`config.mk`:
```
export PLATFORM = sky130hd
export DESIGN_NAME = serial_sub
export DESIGN_NICKNAME = d
export VERILOG_FILES = /design/src/rtl/serial_sub.sv
export SDC_FILE = /design/constraint.sdc
export NUM_CORES = 1
export LEC_CHECK = 0
export CORE_ASPECT_RATIO = 1.25
export CORE_MARGIN = 10
export CORE_UTILIZATION = 46
export CTS_CLUSTER_SIZE = 25
export DETAILED_ROUTE_END_ITERATION = 8
export PLACE_DENSITY = 0.74
export SYNTH_ARGS = -nofsm -noshare
export SYNTH_HDL_FRONTEND = slang
export SYNTH_SLANG_ARGS = --single-unit
```
`constraint.sdc`:
```
create_clock -name clk -period 1.5 [get_ports clk]
set_clock_uncertainty 0.1 [all_clocks]
set_input_delay 0.3 -clock clk [delete_from_list [all_inputs] [get_ports clk]]
set_output_delay 0.3 -clock clk [all_outputs]
set_load 0.01 [all_outputs]
```
`src/rtl/serial_sub.sv`:
```
// Bit-serial subtractor: a - b one bit per clock, LSB first, with a single borrow flop.
// Optional SERIAL_SUB_SATURATE_EN clamps the low WIDTH bits of a borrowing result to zero.
module serial_sub #(
    parameter int unsigned WIDTH = 8
) (
    input  logic             clk,
    input  logic             rst_n,
    input  logic             start,
    input  logic [WIDTH-1:0] a,
    input  logic [WIDTH-1:0] b,
    output logic             busy,
    output logic             done,
    output logic [WIDTH:0]   result
);

    localparam int unsigned CntW = $clog2(WIDTH + 1);

    typedef enum logic [1:0] {
        StIdle,
        StShift,
        StDone
    } state_e;

    state_e           state_q, state_d;
    logic [WIDTH-1:0] ra_q, ra_d;
    logic [WIDTH-1:0] rb_q, rb_d;
    logic [WIDTH-1:0] rd_q, rd_d;
    logic             brw_q, brw_d;
    logic [CntW-1:0]  cnt_q, cnt_d;
    logic [WIDTH:0]   result_q, result_d;

    logic             d_bit;
    logic             brw_next;
    logic [WIDTH-1:0] rd_next;

    always_comb begin
        d_bit    = ra_q[0] ^ rb_q[0] ^ brw_q;
        brw_next = (~ra_q[0] & rb_q[0]) | (~(ra_q[0] ^ rb_q[0]) & brw_q);
        rd_next  = {d_bit, rd_q[WIDTH-1:1]};

        state_d  = state_q;
        ra_d     = ra_q;
        rb_d     = rb_q;
        rd_d     = rd_q;
        brw_d    = brw_q;
        cnt_d    = cnt_q;
        result_d = result_q;

        unique case (state_q)
            StIdle, StDone: begin
                if (start) begin
                    ra_d    = a;
                    rb_d    = b;
                    brw_d   = 1'b0;
                    cnt_d   = '0;
                    state_d = StShift;
                end else begin
                    state_d = StIdle;
                end
            end
            StShift: begin
                ra_d  = ra_q >> 1;
                rb_d  = rb_q >> 1;
                rd_d  = rd_next;
                brw_d = brw_next;
                cnt_d = cnt_q + CntW'(1);
                if (cnt_q == CntW'(WIDTH - 1)) begin
                    state_d  = StDone;
`ifdef SERIAL_SUB_SATURATE_EN
                    // A borrow means the true difference is negative: clamp to zero magnitude.
                    result_d = brw_next ? {1'b1, {WIDTH{1'b0}}} : {1'b0, rd_next};
`else
                    result_d = {brw_next, rd_next};
`endif
                end
            end
            default: state_d = StIdle;
        endcase
    end

    always_ff @(posedge clk or negedge rst_n) begin
        if (!rst_n) begin
            state_q  <= StIdle;
            ra_q     <= '0;
            rb_q     <= '0;
            rd_q     <= '0;
            brw_q    <= 1'b0;
            cnt_q    <= '0;
            result_q <= '0;
        end else begin
            state_q  <= state_d;
            ra_q     <= ra_d;
            rb_q     <= rb_d;
            rd_q     <= rd_d;
            brw_q    <= brw_d;
            cnt_q    <= cnt_d;
            result_q <= result_d;
        end
    end

    assign busy   = (state_q == StShift);
    assign done   = (state_q == StDone);
    assign result = result_q;

endmodule

```
==> results.md <==
Clocking:
- In this run the clock root is driven by a sky130_fd_sc_hd__clkbuf_8.
- The clock tree from TritonCTS is yes.
- The number of levels the H-tree was split into is 2.
- The later pin in the worst-skew pair is clocked with a latency of roughly 0.30 ns.
- The clock tree buffer depth is 2.
- The number of buffers inserted during clock tree synthesis is 5.
- Clock-pin slew was measured on the worst setup and hold paths at 0.08 ns.
- The total clock sinks is 39.

Yosys:
- The largest area contributor in the synthesized netlist is sky130_fd_sc_hd__dfrtp_1.
- Yosys printed 0 warnings.
- Counting flops with a built-in enable in the synthesized netlist gives 0.
- Ranked by total cell area, the synthesized netlist is headed by sky130_fd_sc_hd__dfrtp_1 (60%), sky130_fd_sc_hd__nand2_1 (8.6%), sky130_fd_sc_hd__a22oi_1 (6.0%).
- Counting flops and latches in the post-synthesis netlist gives 39.
- In the synthesized netlist, the number of instances is between 100 and 150.
- The fraction of registers with async set/reset is 100%.
- The top cell type's share of synthesized area is 60.1%.
- The average cell area after synthesis is around 11 sq um.
- The prevailing post-synth register cell is sky130_fd_sc_hd__dfrtp_1.
- The distinct cell type count of the synthesized netlist is 24.
- After synthesis the cells add up to about 1600 sq um.
- The post-synth net total is between 150 and 200.
- The sequential cell area fraction in the yosys report is between 60 and 70%.

Critical path:
- The signal on the critical path passes through nand2b_4, buf_6, nor3_4, buf_6, mux2_4.
- STA classifies the critical path startpoint as a flip-flop.
- Along the worst path, the maximum fanout reaches 6.
- The critical path is of the flip-flop to flip-flop type.
- The nature of the critical path endpoint is a flip-flop.
- The critical path data arrival time is between 1.5 and 2 ns.
- The stage delay of the slowest cell on the critical path is slightly below 0.4 ns.
- Data on the critical path is required at its endpoint by approximately 1.6 ns.
- By instance count, the cell type seen most on the critical path is sky130_fd_sc_hd__buf_6.
- The slowest stage of the critical path is the sky130_fd_sc_hd__dfrtp_1 cell.

Timing:
- The upper clock frequency limit is around 640 MHz.
- Setup slack on the critical path of the routed design comes to -0.0646 ns.
- For the pin with the worst max-slew slack, the measured transition is ~0.53 ns.
- The final critical path takes up 104% of the cycle.
- Hold is met by approximately 0.4 ns.
- The minimum period implied by the final worst setup slack is around 1.6 ns.
- The final hold violation count is 0.
- Setup repair after global routing could not meet its margin everywhere.
- Measured against its own limit, the worst slew margin works out to roughly 65%.
- The max-slew violation count is 0.
- The number of endpoints failing setup at the final stage is 8.

Finish:
- After the flow finishes, the layout carries non-filler instances totaling between 200 and 250.
- The repair_antennas step left the layout with diodes totalling 0.
- With fillers left out, the area of the finished cells amounts to between 2000 and 2500 sq um.
- The fraction of layout cells with a size suffix above 1 is 25.3%.
- The synthesis-to-layout area growth is 41.1%.
- The net count of the finished layout is approximately 220.

Drt:
- The routed layout has about 1300 vias.
- The number of nets with antenna violations after routing is 0.
- The DRC marker count from the first detailed-route iteration is 68.
- After detailed routing, the number of vias per cell comes to between 5 and 6.
- Dividing the detail-routed wire length by the instance count gives 16.1 um.
- The number of iterations in the first detailed-routing pass is 4.
- The post-route DRC violation count is 0.
- The final routed wirelength across all metal layers is between 3000 and 4000 um.

Floorplan:
- The effective utilization at floorplan is 47.0%.
- In this run the core area contains 24 standard-cell rows.
- The total area inside the core boundary comes to between 3000 and 4000 sq um.
- The number of placed I/O pins is 30.
- Measured along the y axis, the die boundary spans roughly 86 um.
- The die boundary width is approximately 73 um.
- The overall die area is 6320 sq um.

GRT:
- The total overflow left after global routing is 0.
- The number of global-route vias before repair came to between 1000 and 1500.
- The initial antenna violation count is 0.
- The total global routing track utilization is between 10% and 20%.
- The maximum number of pins on one net before global-route repair is 24.
- The first global-routing pass estimated around 6600 um of wire.

Min path:
- The worst hold path class is primary input to async pin.

Run status:
- The final reports fail on setup timing.
- The flow ran to the end, but the final reports show violations.

Power:
- The power share of the clock group is 18.4%.
- Across the VDD grid, the largest voltage drop is 1480 uV.
- Summed over all cells, the static leakage comes to roughly 1.1 nW.
- The proportion of total power due to net switching is about a third.
- In this run the power density over the cells is approximately 2100 nW/um^2.
- The fraction of power consumed by combinational cells is about 44%.
- The part of the total power dissipated in sequential elements is between 30 and 40%.
- In this run the power spent charging and discharging nets is between 1.5 and 2 mW.
- The design internal power is roughly 3.1 mW.

Run:
- The reported max-cap violation count is 0.

Placement:
- The detailed-placement wirelength estimate is approximately 2600 um.
- In this run the tool buffered the top-level ports with 29 buffer cells.
- The congestion estimate from routability-driven global placement came to a little under 0.8.
- The cell area after placement is around 2100 sq um.
- Including well taps, the total number of placed cells is around 220.
==> final cells by class <==
cell class | count | area [sq um]
inverters | 4 | 15.0
repair buffers | 53 | 495
clock buffers | 5 | 68.8
clock inverters | 3 | 43.8
fillers | 261 | 1160
multi-input cells | 94 | 643
well taps | 39 | 48.8
flip-flops and latches | 39 | 977
==> through the flow <==
step                      util [%]  power (mW)  TNS [ns]  setup WS, ns
final                         66.4        4.79    -0.399       -0.0646
after global routing          66.4        5.18    -0.870        -0.116
after CTS                     64.9        4.69    -0.179       -0.0312
after detailed placement      59.7        3.71     -2.87        -0.131
after global placement        59.7        3.63     -1.79       -0.0890
after floorplan                  -        2.87    -0.446       -0.0558
==> cells in the mapped netlist, types with 2 or more instances <==
cell type                  number
sky130_fd_sc_hd__dfrtp_1       39
sky130_fd_sc_hd__nand2_1       37
sky130_fd_sc_hd__a22oi_1       13
sky130_fd_sc_hd__nand3_1       13
sky130_fd_sc_hd__mux2_2         8
sky130_fd_sc_hd__clkbuf_1       6
sky130_fd_sc_hd__a22o_1         4
sky130_fd_sc_hd__inv_1          4
sky130_fd_sc_hd__mux2i_1        3
sky130_fd_sc_hd__buf_2          2
sky130_fd_sc_hd__nand2b_1       2
sky130_fd_sc_hd__nor2_1         2
sky130_fd_sc_hd__nor2b_1        2
==> placed cells by master (no fill, tap or decap) <==
cell	Yosys	layout
sky130_fd_sc_hd__dfrtp_1	39	38
sky130_fd_sc_hd__nand2_1	37	36
sky130_fd_sc_hd__clkdlybuf4s50_1	0	17
sky130_fd_sc_hd__buf_4	0	15
sky130_fd_sc_hd__nand3_1	13	13
sky130_fd_sc_hd__a22oi_1	13	11
sky130_fd_sc_hd__dlygate4sd2_1	0	9
sky130_fd_sc_hd__mux2_4	0	8
sky130_fd_sc_hd__buf_6	1	7
sky130_fd_sc_hd__clkbuf_8	0	5
sky130_fd_sc_hd__inv_1	4	4
sky130_fd_sc_hd__a22o_1	4	4
sky130_fd_sc_hd__mux2i_1	3	3
sky130_fd_sc_hd__nor2b_1	2	2
sky130_fd_sc_hd__a22oi_2	0	2
sky130_fd_sc_hd__nor2_1	2	2
sky130_fd_sc_hd__buf_2	2	2
sky130_fd_sc_hd__nand2b_4	0	1
sky130_fd_sc_hd__nand2_2	0	1
sky130_fd_sc_hd__nor3_4	1	1
sky130_fd_sc_hd__and2b_2	0	1
sky130_fd_sc_hd__nand2b_1	2	1
sky130_fd_sc_hd__o2bb2ai_1	1	1
sky130_fd_sc_hd__nand4_1	1	1
sky130_fd_sc_hd__nor3_1	1	1
sky130_fd_sc_hd__a221o_1	1	1
sky130_fd_sc_hd__o21ai_0	1	1
sky130_fd_sc_hd__xnor2_1	1	1
sky130_fd_sc_hd__fa_1	1	1
sky130_fd_sc_hd__ha_2	0	1
sky130_fd_sc_hd__clkinv_4	0	1
sky130_fd_sc_hd__bufinv_16	0	1
sky130_fd_sc_hd__clkinv_2	0	1
sky130_fd_sc_hd__dlygate4sd3_1	0	1
sky130_fd_sc_hd__buf_8	0	1
sky130_fd_sc_hd__buf_12	0	1
sky130_fd_sc_hd__dfrtp_2	0	1
==> sequential cells by signal, summed over array words and instances, names as in the netlist <==
| name | cells |
|---|---|
| rb_q | 8 |
| rd_q | 7 |
| cnt_q | 4 |
| result | 9 |
| ra_q | 8 |
| state_q | 2 |
| brw_q | 1 |
==> cell families (layout without fill, tap and decap cells) <==
group / Yosys count / count (layout) / synth area share, %
flip-flops: 39 / 39 / 60.1
buffers and inverters: 13 / 65 / 3.62
AND/OR/NAND/NOR: 60 / 60 / 16.7
multiplexers: 11 / 11 / 7.40
AO/OA/AOI/OAI: 20 / 20 / 9.63
adder cells (fa/ha/maj): 2 / 2 / 2.00
XOR/XNOR: 1 / 1 / 0.539
==> critical path: cells and delay by family (launching register included) <==
family	cells	cell delay, ns
flops	1	0.39
simple gates	2	0.37
buf+inv	2	0.30
mux	1	0.30
==> power groups by stage <==
| stage | registers [mW] | clock network [mW] | logic [mW] |
|---|---|---|---|
| finish | 1.82 | 0.879 | 2.09 |
| global route | 1.89 | 0.945 | 2.35 |
| CTS | 1.81 | 0.899 | 1.98 |
| detailed placement | 1.81 | 0 | 1.90 |
| global placement | 1.79 | 0 | 1.84 |
| floorplan | 1.80 | 0 | 1.07 |
==> per-layer routing <==
| layer | global-route usage [%] | up-vias | part of all wire [%] |
|---|---|---|---|
| li1 | - | 601 | - |
| met1 | 15.9 | 612 | 42 |
| met2 | 20.2 | 45 | 49 |
| met3 | 4.92 | 8 | 7.7 |
| met4 | 5.19 | 0 | 1.7 |
| met5 | 0 | - | 0 |
==> worst paths after layout <==
kind                       slack (ns)                endpoint  depth (start not counted)                   start
max reg2reg                     -0.06   result[4]$_DFFE_PN0P_                          5  state_q[1]$_DFFE_PN0P_
max in group asynchronous        0.34  state_q[0]$_DFFE_PN0P_                          3                   rst_n
max                             -0.06   result[4]$_DFFE_PN0P_                          5  state_q[1]$_DFFE_PN0P_
min reg2reg                      0.40     rd_q[2]$_DFFE_PN0P_                          2     rd_q[3]$_DFFE_PN0P_
min in group clk                 0.40     rd_q[2]$_DFFE_PN0P_                          2     rd_q[3]$_DFFE_PN0P_
min                              0.40     rd_q[4]$_DFFE_PN0P_                          2                   rst_n
==> repair_timing <==
| action | CTS | global route |
|---|---|---|
| setup buffers | 3 | 2 |
| endpoints found under the hold margin | 21 | 0 |
| setup endpoints to repair | 22 | 28 |
| hold buffers | 1 | 0 |
| gates resized for setup | 31 | 11 |
| pin swaps | 2 | 2 |
Note: power is estimated with default switching activity, not from simulation.
==> patch 1, RTL diff (config.mk and constraints unchanged) <==
Re-encode `state_e` (3 states) as one-hot, 3 bits wide.
--- a/src/rtl/serial_sub.sv
+++ b/src/rtl/serial_sub.sv
@@ -16,8 +16,8 @@
     localparam int unsigned CntW = $clog2(WIDTH + 1);
 
-    typedef enum logic [1:0] {
-        StIdle,
-        StShift,
-        StDone
+    typedef enum logic [2:0] {
+        StIdle  = 3'b001,
+        StShift = 3'b010,
+        StDone  = 3'b100
     } state_e;
 
Behaviour: same outputs for any inputs over 10 cycles, from zero or initial values and one cycle with rst_n low; not proved beyond that.
==> patch 1 against the original RTL <==
- the run still ends with setup timing left
- critical path depth shrank 2
- highest routed layer unchanged
- via count grew 14%
- wire length grew 5.2%
- sequential cell count grew 1
- global-route usage is essentially flat
- power shrank 19%
- area after synthesis grew 9.4%
- worst setup slack lost 130 ps
- sequential power shrank 9%
- design area grew 4.5%
- combinational power shrank 28%
- sequential share of layout area shrank 0.78 points
- non-clock buffer count shrank 2
- die area grew 7.0%
==> patch 1: results (changes against the original RTL) <==
- The first-pass GRT wire length was 6980 um (+6.4%).
* Final count of negative-setup-slack endpoints: 28 (+20)
- Main area contributors after synthesis: sky130_fd_sc_hd__dfrtp_1 55%, sky130_fd_sc_hd__nand3_1 9.0%, sky130_fd_sc_hd__nand2_1 8.9%
- Largest fanout on the critical path: 3 (-3)
- The detail-routed via count per cell came to 5.45 (+2.1%).
* Slew Limit Headroom: 79.1% (+14 points)
- Setup WS post-layout: -197 ps (-132 ps)
- Static leakage: 1.14 nW (+0.40%)
- The run finished, with violations left.
- Violations in the final reports: setup timing
- The number of buffers inserted during clock tree synthesis came to 5 (unchanged).
* Maximum ir drop on the vdd rail: 0.000742 V (-50%)
* Maximum number of pins on one net before global-route repair: 27 (+13%)
- Layout cell share with drive strength beyond 1: 20.5% (-4.7 points)
- The number of detailed-route iterations in the first pass came to 4 (unchanged).
* Routability Congestion: 0.769 (-0.36%)
- The post-synthesis net count is 198 (+19%).
- Sequential element share of the synthesized area: 56.4% (-3.7 points)
* Number of global-route vias before repair: 1,499 (+9.4%)
* Number of distinct standard cells referenced by the synthesized netlist: 25 (+4.2%)
- Drt first-iter violations: 84 (+24%)
- The number of diodes was 0 (unchanged).
* Detailed placer's ending HPWL: 2910 um (+10%)
- Leading cell types by count after synthesis: 42 x sky130_fd_sc_hd__nand2_1, 39 x sky130_fd_sc_hd__dfrtp_1, 32 x sky130_fd_sc_hd__nand3_1
* Mean routed wirelength per cell: 15.2 um (-5.5%)
patch 1: final timing paths:
| path | from | endpoint | slack, ps | cells after the start |
|---|---|---|---|---|
| min in group clk | rd_q[1] | rd_q[1] | 380 | 2 |
| worst max register to register | state_q[2] | result[2] | -190 | 4 |
| max in group asynchronous | rst_n | result[8] | 480 | 3 |
| worst min-delay path | rst_n | result[1] | 330 | 2 |
| worst max-delay path | state_q[2] | busy | -200 | 3 |
| worst min register to register | rd_q[1] | rd_q[1] | 380 | 2 |
patch 1: what timing repair did:
| item | 4_1_cts | 5_1_grt |
|---|---|---|
| setup endpoints to repair | 45 | 39 |
| setup buffers | 0 | 2 |
| cloned | 0 | 0 |
| endpoints found under the hold margin | 9 | 0 |
| gates resized for setup | 23 | 10 |
| hold buffers | 1 | 0 |
| pin swaps | 1 | 11 |
patch 1: power breakdown:
group	leakage [nW]	total [mW]	switching (mW)	internal (mW)
Sequential	0.521	1.65	0.216	1.44
Clock	0.0510	0.725	0.358	0.367
Combinational	0.572	1.51	0.808	0.699
Total	1.14	3.89	1.38	2.50
patch 1: cells by family (layout without fill, tap and decap cells):
| group | count (synthesis) | count (layout) | share of synthesized area [%] |
|---|---|---|---|
| and+or+nand+nor | 83 | 83 | 21.7 |
| DFF | 40 | 40 | 56.4 |
| AOI/OAI and AO/OA | 24 | 24 | 9.16 |
| buffers and inverters | 16 | 63 | 3.80 |
| muxes | 9 | 9 | 5.63 |
| xor gates and xnor gates | 3 | 3 | 1.48 |
| adders and majority gates | 2 | 2 | 1.83 |
patch 1: routing by layer:
layer / track usage, % / routed length, um
met2: 22.2 / 2050
met1: 15.3 / 1690
met3: 3.22 / 226
met4: 4.91 / 31
met5: 0 / 0
patch 1: area by class of cell:
cell class	count	area, um2
Tap cell	40	50.0
Inverter	4	15.0
Fill cell	314	1360
Clock inverter	2	10.0
Multi-Input combinational cell	121	736
Clock buffer	6	82.6
Sequential cell	40	1000
Timing Repair Buffer	51	499
patch 1: critical path, stage by stage (launching register included):
cell	delay (ps)
sky130_fd_sc_hd__dfrtp_1	390
sky130_fd_sc_hd__or3b_4	430
sky130_fd_sc_hd__clkinv_1	90
sky130_fd_sc_hd__buf_6	100
patch 1: metrics by stage:
step	TNS (ps)	cells	setup slack [ps]	utilization [%]	instance area [um2]
finish	-2410	264	-197	63.8	2390
global route	-4010	264	-244	63.8	2390
CTS	-2430	263	-216	62.6	2350
detailed placement	-4490	254	-343	59.9	2250
global placement	-3530	254	-326	59.9	2250
floorplan	-2460	177	-290	-	1790
==> patch 2, RTL diff (config.mk and constraints unchanged) <==
Without the edit above. Build with the macro `SERIAL_SUB_SATURATE_EN` defined.
--- a/src/rtl/serial_sub.sv
+++ b/src/rtl/serial_sub.sv
@@ -1,4 +1,6 @@
 // Bit-serial subtractor: a - b one bit per clock, LSB first, with a single borrow flop.
 // Optional SERIAL_SUB_SATURATE_EN clamps the low WIDTH bits of a borrowing result to zero.
+`define SERIAL_SUB_SATURATE_EN
+
 module serial_sub #(
     parameter int unsigned WIDTH = 8
Formal check against the unedited RTL: not equivalent (Yosys sat finds a counterexample within 10 cycles, from zero or initial values and one cycle with rst_n low).
==> patch 2 against the original RTL <==
- power decreased by 7.3%
- worst hold slack got worse by 6.2 ps
- highest routed layer unchanged
- sequential share of layout area increased by 1.2 points
- critical endpoint is now rb_q[0]
- core utilization decreased by 3.5 points
- critical path depth unchanged
- wire length decreased by 6.2%
- combinational power decreased by 9.6%
- fmax increased by 11%
- area after synthesis increased by 4.9%
- sequential cell count unchanged
- largest power group unchanged
- design area decreased by 2.8%
- worst setup slack improved by 160 ps
- synthesized cell count increased by 12%
==> patch 2: results (changes against the original RTL) <==
* Result of the run: complete, no violations
- Sorting the synthesized cells by area gives the leading types as sky130_fd_sc_hd__dfrtp_1 57%, sky130_fd_sc_hd__nand2_1 9.9%, sky130_fd_sc_hd__mux2i_1 6.5%.
* Routing usage on met3: 4.98% (+0.063 points)
- Data arrival, critical path: 1480 ps (-170 ps)
- The xor-xnor portion of the synthesized cell area was 0.514% (-0.025 points).
* Post_cts resized: 24 (-23%)
* Mux contribution to synthesized area: 6.46% (-0.93 points)
- The unique cell type count in the Yosys netlist was 25 (+4.2%).
- The maximum fanout count along the critical path is 7 (+1).
- Post-synthesis compound-gate area fraction: 9.18% (-0.45 points)
- The count of routing violations after the opening detailed-route iteration is 57 (-16%).
* Slew Limit Headroom: 70.1% (+5.2 points)
* Mean routed wirelength per cell: 14.7 um (-8.5%)
- Share of total power consumed by net switching: 36.5% (+1.8 points)
- Met1 Wirelength: 1520 um (-3.9%)
* Delay contributed by the slowest stage of the critical path: 420 ps (+30 ps)
* First-pass GRT wire length: 6270 um (-4.4%)
- Average instance area after synthesis: 10.4 um2 (-6.6%)
* Nets in the synthesized netlist: 185 (+11%)
* Maximum number of pins on one net before global-route repair: 29 (+21%)
- The adder-cell share of the synthesized area came to 1.91% (-0.094 points).
- The share of final-layout standard cells stronger than drive strength 1 came to 14.2% (-11 points).
- Net count of the finished layout: 224 (+2.8%)
- Leading cell types by count after synthesis: 45 x sky130_fd_sc_hd__nand2_1, 39 x sky130_fd_sc_hd__dfrtp_1, 13 x sky130_fd_sc_hd__a22oi_1, 13 x sky130_fd_sc_hd__nand3_1
- The detailed placement HPWL came to 2510 um (-5.0%).
* Worst-case setup slack after placement: -159 ps (-27.9 ps)
patch 2: worst register-to-register path, stage by stage (launching register included):
cell,delay [ps]
sky130_fd_sc_hd__dfrtp_1,420
sky130_fd_sc_hd__buf_4,150
sky130_fd_sc_hd__nor2b_1,100
sky130_fd_sc_hd__buf_4,170
sky130_fd_sc_hd__nor3_1,70
sky130_fd_sc_hd__a221o_1,270
patch 2: layout make-up:
class / instances / area, um2
fillers: 299 / 1320
repair buffers: 43 / 433
inverters: 12 / 47.5
multi-input cells: 102 / 623
flip-flops and latches: 39 / 976
clock buffers: 8 / 100
well taps: 39 / 48.8
patch 2: worst paths after layout:
check	to	slack (ps)	cells after the start
worst max-delay path	rb_q[0]	90	5
worst min-delay path	state_q[0]	390	2
worst max register to register	rb_q[0]	90	5
worst min register to register	rd_q[1]	400	2
max in group asynchronous	result[4]	440	3
min in group clk	rd_q[1]	400	2
